## config.mk

```make
export PLATFORM = sky130hd
export DESIGN_NAME = axi_llc_tag_res_router_flat
export DESIGN_NICKNAME = d
export VERILOG_FILES = /design/src/rtl/axi_llc_tag_res_router_pkg.sv /design/src/rtl/axi_llc_tag_res_router_if.sv /design/src/rtl/axi_llc_tag_res_router_fifo.sv /design/src/rtl/axi_llc_tag_res_router.sv /design/src/flat_wrapper.sv
export SDC_FILE = /design/constraint.sdc
export NUM_CORES = 1
export LEC_CHECK = 0
export ABC_AREA = 1
export CORE_ASPECT_RATIO = 1.5
export CORE_MARGIN = 3
export CORE_UTILIZATION = 35
export CTS_CLUSTER_DIAMETER = 30
export DETAILED_ROUTE_END_ITERATION = 10
export PLACE_DENSITY = 0.83
export SETUP_SLACK_MARGIN = 0.2
export SYNTH_ARGS = -nofsm -noshare
export SYNTH_HDL_FRONTEND = slang
export SYNTH_SLANG_ARGS = --single-unit
export TNS_END_PERCENT = 50
```

## constraint.sdc

```tcl
create_clock -name clk_i -period 2 [get_ports clk_i]
set_input_delay 0.2 -clock clk_i [delete_from_list [all_inputs] [get_ports clk_i]]
set_output_delay 0.2 -clock clk_i [all_outputs]
set_load 0.01 [all_outputs]
```

## src/rtl/axi_llc_tag_res_router_pkg.sv

```systemverilog
// Shared types for the LLC tag-store response router: configuration, descriptor,
// tag store response and the route a looked-up descriptor takes.
package axi_llc_tag_res_router_pkg;

   typedef struct packed {
      int unsigned SetAssociativity;
      int unsigned TagLength;
   } llc_cfg_t;

   localparam llc_cfg_t LlcCfg = '{SetAssociativity: 32'd4, TagLength: 32'd12};
   localparam int unsigned NumWays = LlcCfg.SetAssociativity;
   localparam int unsigned TagW    = LlcCfg.TagLength;

   typedef logic [NumWays-1:0] way_ind_t;
   typedef logic [TagW-1:0]    tag_t;

   typedef struct packed {
      way_ind_t way_ind;
      logic     evict;
      tag_t     evict_tag;
      logic     refill;
      logic     flush;
      logic     rw;
   } desc_t;

   typedef struct packed {
      way_ind_t indicator;
      logic     hit;
      logic     evict;
      tag_t     evict_tag;
   } store_res_t;

   typedef enum logic [1:0] {RouteHit, RouteEvict, RouteRefill, RouteDrop} route_e;

   // Flushes only care about dirtiness; normal lookups split on hit, then dirtiness.
   function automatic route_e route_of(input logic flush, input logic hit, input logic evict);
      if (flush) return evict ? RouteEvict : RouteDrop;
      if (hit)   return RouteHit;
      return evict ? RouteEvict : RouteRefill;
   endfunction

endpackage

```

## src/rtl/axi_llc_tag_res_router_if.sv

```systemverilog
// Handshake bundle around the router: descriptor in, tag response in, three routed outputs.
interface axi_llc_tag_res_router_if;
   import axi_llc_tag_res_router_pkg::*;

   desc_t      desc;
   logic       desc_valid;
   logic       desc_ready;
   store_res_t res;
   logic       res_valid;
   logic       res_ready;
   desc_t      hit_desc;
   logic       hit_valid;
   logic       hit_ready;
   desc_t      evict_desc;
   logic       evict_valid;
   logic       evict_ready;
   desc_t      refill_desc;
   logic       refill_valid;
   logic       refill_ready;

   modport slave (
      input  desc, desc_valid, res, res_valid, hit_ready, evict_ready, refill_ready,
      output desc_ready, res_ready, hit_desc, hit_valid, evict_desc, evict_valid,
             refill_desc, refill_valid
   );

   modport master (
      output desc, desc_valid, res, res_valid, hit_ready, evict_ready, refill_ready,
      input  desc_ready, res_ready, hit_desc, hit_valid, evict_desc, evict_valid,
             refill_desc, refill_valid
   );

endinterface

```

## src/rtl/axi_llc_tag_res_router_fifo.sv

```systemverilog
// Registered-output descriptor FIFO holding lookups that await their tag store response.
module axi_llc_tag_res_router_fifo
   import axi_llc_tag_res_router_pkg::*;
#(
   parameter int unsigned Depth = 2
) (
   input  logic  clk_i,
   input  logic  rst_ni,
   input  logic  push_i,
   input  desc_t data_i,
   input  logic  pop_i,
   output desc_t data_o,
   output logic  empty_o,
   output logic  full_o
);

   localparam int unsigned PtrW = (Depth > 1) ? $clog2(Depth) : 1;
   localparam int unsigned CntW = $clog2(Depth + 1);

   logic [PtrW-1:0] rptr_q, rptr_d, wptr_q, wptr_d;
   logic [CntW-1:0] cnt_q, cnt_d;
   logic            push, pop;
   desc_t           mem_q [Depth];

   assign empty_o = (cnt_q == '0);
   assign full_o  = (cnt_q == CntW'(Depth));
   assign data_o  = mem_q[rptr_q];

   always_comb begin
      push   = push_i & ~full_o;
      pop    = pop_i & ~empty_o;
      rptr_d = rptr_q;
      wptr_d = wptr_q;
      cnt_d  = cnt_q;
      if (push) wptr_d = (wptr_q == PtrW'(Depth - 1)) ? '0 : wptr_q + PtrW'(1);
      if (pop)  rptr_d = (rptr_q == PtrW'(Depth - 1)) ? '0 : rptr_q + PtrW'(1);
      if (push && !pop)      cnt_d = cnt_q + CntW'(1);
      else if (pop && !push) cnt_d = cnt_q - CntW'(1);
   end

   always_ff @(posedge clk_i or negedge rst_ni) begin
      if (!rst_ni) begin
         rptr_q <= '0;
         wptr_q <= '0;
         cnt_q  <= '0;
      end else begin
         rptr_q <= rptr_d;
         wptr_q <= wptr_d;
         cnt_q  <= cnt_d;
      end
   end

   // Payload storage carries no reset; occupancy alone decides what is valid.
   always_ff @(posedge clk_i) begin
      if (push) mem_q[wptr_q] <= data_i;
   end

endmodule

```

## src/rtl/axi_llc_tag_res_router.sv

```systemverilog
// Joins in-order tag store responses with their queued descriptors, stamps the lookup
// result and routes to hit/evict/refill, throttling outstanding misses with credits.
module axi_llc_tag_res_router
   import axi_llc_tag_res_router_pkg::*;
#(
   parameter int unsigned MaxMiss   = 8,
   parameter int unsigned DescDepth = 2
) (
   input  logic                           clk_i,
   input  logic                           rst_ni,
   axi_llc_tag_res_router_if.slave        bus,
   input  logic                           miss_done_i,
   output logic                           flush_done_o,
   output logic [$clog2(MaxMiss+1)-1:0]   miss_cnt_o
);

   localparam int unsigned MissCntW = $clog2(MaxMiss + 1);

   desc_t                head, stamped, desc_q, desc_d;
   route_e               route;
   logic                 q_empty, q_full;
   logic                 is_miss, miss_dec, credit_ok, sel_ready, out_free, accept;
   logic [2:0]           valid_q, valid_d;
   logic                 flush_done_q, flush_done_d;
   logic [MissCntW-1:0]  miss_cnt_q, miss_cnt_d;

   axi_llc_tag_res_router_fifo #(.Depth(DescDepth)) i_desc_fifo (
      .clk_i   (clk_i),
      .rst_ni  (rst_ni),
      .push_i  (bus.desc_valid),
      .data_i  (bus.desc),
      .pop_i   (accept),
      .data_o  (head),
      .empty_o (q_empty),
      .full_o  (q_full)
   );

   // Join, route decode and output stage; valid_q is one-hot {refill, evict, hit}.
   always_comb begin
      route             = route_of(head.flush, bus.res.hit, bus.res.evict);
      is_miss           = ~head.flush & ~bus.res.hit;
      stamped           = head;
      stamped.way_ind   = bus.res.indicator;
      stamped.evict     = bus.res.evict;
      stamped.evict_tag = bus.res.evict_tag;
      stamped.refill    = is_miss;

      sel_ready = |(valid_q & {bus.refill_ready, bus.evict_ready, bus.hit_ready});
      out_free  = ~(|valid_q) | sel_ready;
      miss_dec  = miss_done_i & (miss_cnt_q != '0);
      // A completing refill frees its credit in time for a stalled miss this cycle.
      credit_ok = ~is_miss | (miss_cnt_q < MissCntW'(MaxMiss)) | miss_dec;
      accept    = bus.res_valid & ~q_empty & out_free & credit_ok;

      valid_d      = sel_ready ? 3'b000 : valid_q;
      desc_d       = desc_q;
      flush_done_d = 1'b0;
      miss_cnt_d   = miss_cnt_q;

      if (accept) begin
         unique case (route)
            RouteHit:    valid_d = 3'b001;
            RouteEvict:  valid_d = 3'b010;
            RouteRefill: valid_d = 3'b100;
            RouteDrop:   flush_done_d = 1'b1;
         endcase
         if (route != RouteDrop) desc_d = stamped;
      end

      if ((accept & is_miss) & ~miss_dec)      miss_cnt_d = miss_cnt_q + MissCntW'(1);
      else if (~(accept & is_miss) & miss_dec) miss_cnt_d = miss_cnt_q - MissCntW'(1);
   end

   always_ff @(posedge clk_i or negedge rst_ni) begin
      if (!rst_ni) begin
         valid_q      <= 3'b000;
         desc_q       <= '0;
         flush_done_q <= 1'b0;
         miss_cnt_q   <= '0;
      end else begin
         valid_q      <= valid_d;
         desc_q       <= desc_d;
         flush_done_q <= flush_done_d;
         miss_cnt_q   <= miss_cnt_d;
      end
   end

   assign bus.desc_ready   = ~q_full;
   assign bus.res_ready    = accept;
   assign bus.hit_desc     = desc_q;
   assign bus.evict_desc   = desc_q;
   assign bus.refill_desc  = desc_q;
   assign bus.hit_valid    = valid_q[0];
   assign bus.evict_valid  = valid_q[1];
   assign bus.refill_valid = valid_q[2];
   assign flush_done_o     = flush_done_q;
   assign miss_cnt_o       = miss_cnt_q;

   res_without_desc: assert property (@(posedge clk_i) disable iff (!rst_ni)
      !(bus.res_valid && q_empty))
      else $error("tag store response with no queued descriptor");

   miss_done_underflow: assert property (@(posedge clk_i) disable iff (!rst_ni)
      !(miss_done_i && miss_cnt_q == '0))
      else $error("miss_done_i with no outstanding miss");

endmodule

```

## src/flat_wrapper.sv

```systemverilog
// flat-port wrapper written by rule: the top's interface ports become plain ports
module axi_llc_tag_res_router_flat import axi_llc_tag_res_router_pkg::*;
#(
   parameter int unsigned MaxMiss   = 8,
   parameter int unsigned DescDepth = 2
)
  (clk_i, rst_ni, miss_done_i, flush_done_o, miss_cnt_o, bus_desc, bus_desc_valid, bus_res, bus_res_valid, bus_hit_ready, bus_evict_ready, bus_refill_ready, bus_desc_ready, bus_res_ready, bus_hit_desc, bus_hit_valid, bus_evict_desc, bus_evict_valid, bus_refill_desc, bus_refill_valid);
  axi_llc_tag_res_router_if bus_i ();
  input  logic clk_i;
  input  logic rst_ni;
  input  logic miss_done_i;
  output logic flush_done_o;
  output logic [$clog2(MaxMiss+1)-1:0] miss_cnt_o;
  input wire logic [$bits(bus_i.desc)-1:0] bus_desc;
  input wire logic [$bits(bus_i.desc_valid)-1:0] bus_desc_valid;
  input wire logic [$bits(bus_i.res)-1:0] bus_res;
  input wire logic [$bits(bus_i.res_valid)-1:0] bus_res_valid;
  input wire logic [$bits(bus_i.hit_ready)-1:0] bus_hit_ready;
  input wire logic [$bits(bus_i.evict_ready)-1:0] bus_evict_ready;
  input wire logic [$bits(bus_i.refill_ready)-1:0] bus_refill_ready;
  output wire logic [$bits(bus_i.desc_ready)-1:0] bus_desc_ready;
  output wire logic [$bits(bus_i.res_ready)-1:0] bus_res_ready;
  output wire logic [$bits(bus_i.hit_desc)-1:0] bus_hit_desc;
  output wire logic [$bits(bus_i.hit_valid)-1:0] bus_hit_valid;
  output wire logic [$bits(bus_i.evict_desc)-1:0] bus_evict_desc;
  output wire logic [$bits(bus_i.evict_valid)-1:0] bus_evict_valid;
  output wire logic [$bits(bus_i.refill_desc)-1:0] bus_refill_desc;
  output wire logic [$bits(bus_i.refill_valid)-1:0] bus_refill_valid;
  assign bus_i.desc = bus_desc;
  assign bus_i.desc_valid = bus_desc_valid;
  assign bus_i.res = bus_res;
  assign bus_i.res_valid = bus_res_valid;
  assign bus_i.hit_ready = bus_hit_ready;
  assign bus_i.evict_ready = bus_evict_ready;
  assign bus_i.refill_ready = bus_refill_ready;
  assign bus_desc_ready = bus_i.desc_ready;
  assign bus_res_ready = bus_i.res_ready;
  assign bus_hit_desc = bus_i.hit_desc;
  assign bus_hit_valid = bus_i.hit_valid;
  assign bus_evict_desc = bus_i.evict_desc;
  assign bus_evict_valid = bus_i.evict_valid;
  assign bus_refill_desc = bus_i.refill_desc;
  assign bus_refill_valid = bus_i.refill_valid;
  axi_llc_tag_res_router #(.MaxMiss(MaxMiss), .DescDepth(DescDepth)) u_core (.clk_i(clk_i), .rst_ni(rst_ni), .bus(bus_i), .miss_done_i(miss_done_i), .flush_done_o(flush_done_o), .miss_cnt_o(miss_cnt_o));
endmodule
```

Word level (Yosys, flattened, before mapping)
Memory sizes are Yosys's and may differ from the RTL's.
Cells that the tools add are included.
Widths: inputs -> output; s select.
- bits in writable memories: 40
- flip-flop bits (word level): 32
- memories kept: 1
- logic and storage cells: 81
- output and inout port bits: 70
- bits of input ports: 46
- bitwise logic cells: 22
- reduce and logical (&&, ||, !) cells: 12
- $add $sub $neg: 6
- equality and inequality tests: 5
- mux-type cells: 22
- order comparisons: 1
- memory list (memory ; words ; bits a word ; rd ports ; clocked after Yosys merged registers in ; write ports ; line ; text):
    u_core.i_desc_fifo.mem_q ; 2 ; 20 ; 1 ; 0 ; 1 ; axi_llc_tag_res_router_fifo.sv:23 ; desc_t mem_q [Depth];
- operators with widths (kind ; number):
    $mux 2 ; 8
    $and 1x1->1 ; 10
    $mux 1 ; 9
    $pmux 3 s3 ; 1
    $mux 4 ; 2
    $not 1->1 ; 8
    $eq 2x2->1 const B ; 3
    $mux 3 ; 2
    $reduce_or 3->1 ; 2
    $add 4x1->4 const B ; 1
    $logic_not 2->1 ; 2
    $lt 4x4->1 const B ; 1
    $reduce_bool 2->1 ; 2
    $reduce_bool 4->1 ; 1
    $sub 4x1->4 const B ; 1
    $and 3x3->3 ; 1
    $or 1x1->1 ; 3
    $add 1x1->1 const B ; 2
    $add 2x1->2 const B ; 1
    $eq 2x1->1 const B ; 1
    $logic_and 1x1->1 ; 2
    $logic_not 1->1 ; 2
    $ne 2x2->1 const B ; 1
    $reduce_and 2->1 ; 1
    $sub 2x1->2 const B ; 1

Longest topological paths before layout
An unclocked memory read counts as a cell.
- depth in word-level cells: 12
- depth in mapped cells: 16
- gate-level depth less buffers: 15

Modules after synthesis
A second synthesis with hierarchy kept.
- cells, all modules: 341
- area total of the unflattened synthesis: 3524.6 um^2
- modules (own cells, without submodules) (module ; cells an instance ; area each (um^2) ; sequential area each (um^2) ; times used):
    axi_llc_tag_res_router ; 205 ; 1836.8 ; 700.7 ; 1
    axi_llc_tag_res_router_fifo ; 136 ; 1687.9 ; 1301.2 ; 1

Least setup slack after synthesis
Ideal clock, no wire load.
- path kind: flip-flop to flip-flop
- start: register u_core.valid_q[2]
- end: register u_core.miss_cnt_q[3] (netlist: u_core.miss_cnt_o[3])
- data required time: 1.884 ns
- setup slack: -0.168 ns
- library setup time: 0.116 ns
- data arrival time: 2.052 ns
- clock period less this slack: 2.168 ns
- stages on the path, launching flop included: 16
- buffers on the path: 1
- cells stage by stage: dfrtp_1 > nand2_1 > inv_1 > nor2_2 > nand2_2 > buf_2 > nand4_2 > inv_1 > ha_1 > inv_1 > ha_1 > a21oi_1 > nand2_1 > xor2_1 > nand2_1 > nand2_1
- longest elaborated chain between the ends: 9
- elaborated cells on any way between the ends: 13
- classes of those cells: mux: 1; bitwise: 9; reduce/logical: 3
- ends and longest elaborated chain (what ; line ; text):
    from (decl) ; axi_llc_tag_res_router.sv:23 ; logic [2:0] valid_q, valid_d;
    from (signal assigned) ; axi_llc_tag_res_router.sv:81 ; valid_q <= valid_d;
    $and 3x3->3 or $reduce_or 3->1 (tied branches) ; axi_llc_tag_res_router.sv:48, axi_llc_tag_res_router.sv:49 ;
    $reduce_or 3->1 or $not 1->1 (tied branches) ; axi_llc_tag_res_router.sv:48, axi_llc_tag_res_router.sv:49 ;
    $or 1x1->1 * ; axi_llc_tag_res_router.sv:49 ; out_free = ~(|valid_q) | sel_ready;
    $and 1x1->1 * (2 in a row) ; axi_llc_tag_res_router.sv:53 ; accept = bus.res_valid & ~q_empty & out_free & credit_ok;
    $and 1x1->1 * ; axi_llc_tag_res_router.sv:70, axi_llc_tag_res_router.sv:71 ;
    $not 1->1 ; axi_llc_tag_res_router.sv:71 ; else if (~(accept & is_miss) & miss_dec) miss_cnt_d = miss_cnt_q - MissCntW'(1);
    $and 1x1->1 ; axi_llc_tag_res_router.sv:71 ;
    $reduce_bool 2->1 (no source line) ; - ;
    to (signal assigned) ; axi_llc_tag_res_router.sv:84 ; miss_cnt_q <= miss_cnt_d;
    to (decl) ; axi_llc_tag_res_router.sv:25 ; logic [MissCntW-1:0] miss_cnt_q, miss_cnt_d;
Mark *: on every way between the ends. The rest lies on a longest branch, timed or not.
A chain may end at the register's enable or synchronous reset.

Worst setup path in the final report
- start: register u_core.i_desc_fifo.rptr_q
- end: register u_core.miss_cnt_q[2] (netlist: u_core.miss_cnt_o[2])
- longest elaborated chain between the ends: 11
- elaborated cells on any way between the ends: 13
- classes of those cells: mux: 1; bitwise: 10; reduce/logical: 1; memory: 1
- ends and longest elaborated chain (what ; line ; text):
    from (decl) ; axi_llc_tag_res_router_fifo.sv:20 ; logic [PtrW-1:0] rptr_q, rptr_d, wptr_q, wptr_d;
    from (signal assigned) ; axi_llc_tag_res_router_fifo.sv:47 ; rptr_q <= rptr_d;
    $mem_v2 2x20 * ; - ;
    $not 1->1 * ; axi_llc_tag_res_router.sv:41 ; is_miss = ~head.flush & ~bus.res.hit;
    $and 1x1->1 * ; axi_llc_tag_res_router.sv:41 ;
    $not 1->1 ; axi_llc_tag_res_router.sv:52 ; credit_ok = ~is_miss | (miss_cnt_q < MissCntW'(MaxMiss)) | miss_dec;
    $or 1x1->1 (2 in a row) ; axi_llc_tag_res_router.sv:52 ;
    $and 1x1->1 ; axi_llc_tag_res_router.sv:53 ;
    $and 1x1->1 * ; axi_llc_tag_res_router.sv:70, axi_llc_tag_res_router.sv:71 ;
    $not 1->1 ; axi_llc_tag_res_router.sv:71 ;
    $and 1x1->1 ; axi_llc_tag_res_router.sv:71 ;
    $reduce_bool 2->1 (no source line) ; - ;
Marked as above.

==> results by group <==
STA
  – Slew Limit Fails: 0
  – Final hold violation count: 0
  – Worst Clk Skew: ~7.3 ps
  – FMAX: a little over 500 MHz
  – Final min period: a little under 2000 ps
  – RSZ-0062 raised after global routing: true
  – Max transition margin: 51.69%
  – Setup violators final: 0
  – Fin crit share: between 90% and 100%
  – Hold slack final: ~480 ps
  – Slew @ Worst Pin: slightly above 700 ps

Layout
  – FILL cells: ~500
  – Layout cells sized above 1: between 10% and 20%
  – Fin nets: around 370
  – Final Non-Filler Cells: between 300 and 400
  – Area Growth Syn to Fin: 54.16%
  – Antenna Cells: 0
  – Most frequent cells in the layout: clkdlybuf4s50_1 (95), nand2_1 (76), dfrtp_1 (31)
  – Commonest non-fill, non-tap cell in the layout: clkdlybuf4s50_1
  – Final core occ: a little under three fifths

Global route
  – Total track usage: between 10% and 20%
  – First-pass GRT wire length: 8.073 mm
  – Vias in the first global route: 1,750
  – Largest net degree at the start of global routing: 33
  – Initial antenna violation count: 0
  – GRT Residual Overflow: 0

Synth
  – Main synth FF type: dfrtp_1
  – Synthesis-stage register bit count: 36
  – Number of synthesized flops with an enable pin: 4
  – Register area share after synthesis: 44.39%
  – Cell Area, Synth: between 2000 and 2500 sq um
  – Mean post-synth cell area: just under 9 sq um
  – Syn nets: between 200 and 300
  – Synth top area cells: dfrtp_1 (39%), buf_4 (14%), nand2_1 (14%)
  – Cells after Synth: 236
  – Top-area cell type share of the netlist area: 38.60%
  – Unique masters post-synth: 26
  – Post-synth ARST share: about nine tenths
  – Leading area contributor after synthesis: dfrtp_1
  – Synth warn: 0

Critical path
  – CP Cell Sequence: inv_2 > nand2_2 > nand2_2 > nor2_2 > nor2_4 > nand4_4 > inv_2 > ha_4 > inv_6 > fa_2 > xnor2_2 > o21ai_1
  – CP max FO: 4
  – Kind of critical path: register to register
  – Worst path required time: roughly 2200 ps
  – Critical Path Sink Type: register
  – Sum of buffers and inverters on the critical path: 3
  – Slowest CP cell: dfrtp_1
  – CP delay by family, top: adder cells
  – WP data arrival: between 2000 and 2500 ps
  – CP startpoint kind: register
  – Worst path max stage delay: about 430 ps

Detailed routing
  – ANT nets after route: 0
  – Remaining DRCs: 0
  – Routed vias: around 1,800
  – Routed WL: between 5 and 6 mm
  – Iteration-0 DRC Markers: slightly below 60
  – Per-cell routed wire length: between 10 and 15 um
  – Via-to-Cell Ratio: about 4.6
  – TritonRoute pass-1 iters: 4

Placed design
  – GP Congestion: just under 0.8
  – Post-DP HPWL: around 3.8 mm
  – Port Buffers: between 90 and 100
  – Placed Cells: between 300 and 400

Clocking
  – Total CTS buffers: 5
  – CTS root buf: clkbuf_8
  – Maximum clock path buffer count: 2
  – Clock slew at reported path FFs: about 70 ps
  – Worst-skew pair later-pin latency: 290 ps
  – Clock tree sinks: 36
  – CTS tree: yes
  – H-tree levels: 2

Floorplanning
  – Die Wd: approximately 69 um
  – Top Ports: between 100 and 150
  – Core area: 5615 sq um
  – Full die area: approximately 6900 sq um
  – Starting Density: between 30% and 40%
  – Die height: 100.3 um
  – Rows: 33

Power
  – Leakage: 1.481 nW
  – Pwr Total: 5.441 mW
  – Pwr dens: around 1700 nW/um^2
  – Max VDD drop: between 0.7 and 0.8 mV

Run
  – Maximum Capacitance Violations: 0

Min path
  – Class of the worst hold path: primary input to register

Outcome
  – Outcome: finished, final reports clean
==> final timing paths <==
| check | depth (start not counted) | from | slack (ps) | to |
|---|---|---|---|---|
| worst min register to register | 2 | u_core.bus.evict_desc[11] | 520 | u_core.bus.evict_desc[11] |
| worst max register to register | 12 | u_core.i_desc_fifo.rptr_q | 70 | u_core.miss_cnt_o[2] |
| max in group asynchronous | 2 | rst_ni | 980 | u_core.miss_cnt_o[3] |
| worst max-delay path | 12 | u_core.i_desc_fifo.rptr_q | 70 | u_core.miss_cnt_o[2] |
| min in group asynchronous | 2 | rst_ni | 500 | u_core.bus.evict_desc[18] |
| worst min-delay path | 3 | bus_res[8] | 480 | u_core.bus.evict_desc[11] |
==> logic make-up after synthesis <==
logic type | after synthesis | synth area share [%]
DFF | 36 | 44.39
adders and majority gates | 5 | 3.378
xor gates and xnor gates | 6 | 2.533
AOI/OAI and AO/OA | 6 | 1.809
and+or+nand+nor | 120 | 26.60
buffers and inverters | 63 | 21.29
==> tightest hold or removal path: cells and delay by family <==
family / cells / cell delay, ps
simple gates: 2 / 130
buf+inv: 1 / 400
==> Yosys cell counts, types with 2 or more instances <==
cell      instances
ha_1              4
nand2_2           5
inv_1            14
nor2_2            2
nand3_1           3
buf_6             4
buf_2             2
nor2_1           10
o21ai_1           2
nand4_2           2
edfxtp_1          4
buf_4            40
nand4_1          19
nand2_1          77
buf_8             2
xnor2_1           5
dfrtp_1          32
==> registers in the layout (all words and copies together), names as in the netlist <==
register / flops
u_core.miss_cnt_o: 4
u_core.i_desc_fifo.mem_q: 4
u_core.valid_q: 3
u_core.i_desc_fifo.rptr_q: 1
u_core.i_desc_fifo.cnt_q: 2
u_core.bus.evict_desc: 20
u_core.i_desc_fifo.wptr_q: 1
u_core.flush_done_o: 1
==> through the flow <==
step | TNS, ps | instance area (sq um) | setup slack, ps
after floorplan | -44.13 | 2128 | -44.13
after global placement | -306.0 | 2933 | -130.7
after detailed placement | -1292 | 2933 | -184.9
after CTS | 0 | 3127 | 86.95
after global routing | -105.2 | 3198 | -53.65
final | 0 | 3198 | 66.89
==> metal layers <==
layer | track usage (%) | up-vias | share of wire [%]
met1 | 16.52 | 833 | 37
met4 | 4.805 | 0 | 1.2
li1 | - | 893 | -
met2 | 28.38 | 62 | 56
met3 | 3.471 | 7 | 5.6
met5 | 0 | - | 0
==> power breakdown <==
part	internal [mW]	switching, mW	total, mW	leakage, nW
clock network	0.370	0.259	0.629	0.0552
registers	1.08	0.331	1.41	0.434
logic	1.89	1.52	3.40	0.991
total	3.33	2.11	5.44	1.48
==> layout make-up <==
type / instances / area (sq um) / area share, %
Clock buffer: 6 / 72.57 / 2.269
Clock inverter: 2 / 35.03 / 1.095
Multi-Input combinational cell: 138 / 823.3 / 25.74
Timing Repair Buffer: 127 / 1196 / 37.40
Tap cell: 70 / 87.58 / 2.739
Sequential cell: 36 / 922.1 / 28.83
Inverter: 15 / 61.31 / 1.917
==> timing repair <==
| action | 4_1_cts | 5_1_grt |
|---|---|---|
| pin swaps | 7 | 7 |
| cloned | 0 | 1 |
| setup endpoints to repair | 9 | 26 |
| setup buffers | 7 | 3 |
| endpoints found under the hold margin | 32 | 0 |
| resized for setup | 5 | 10 |
| hold buffers | 1 | 0 |
No activity file was read; power rests on OpenSTA's default activity.
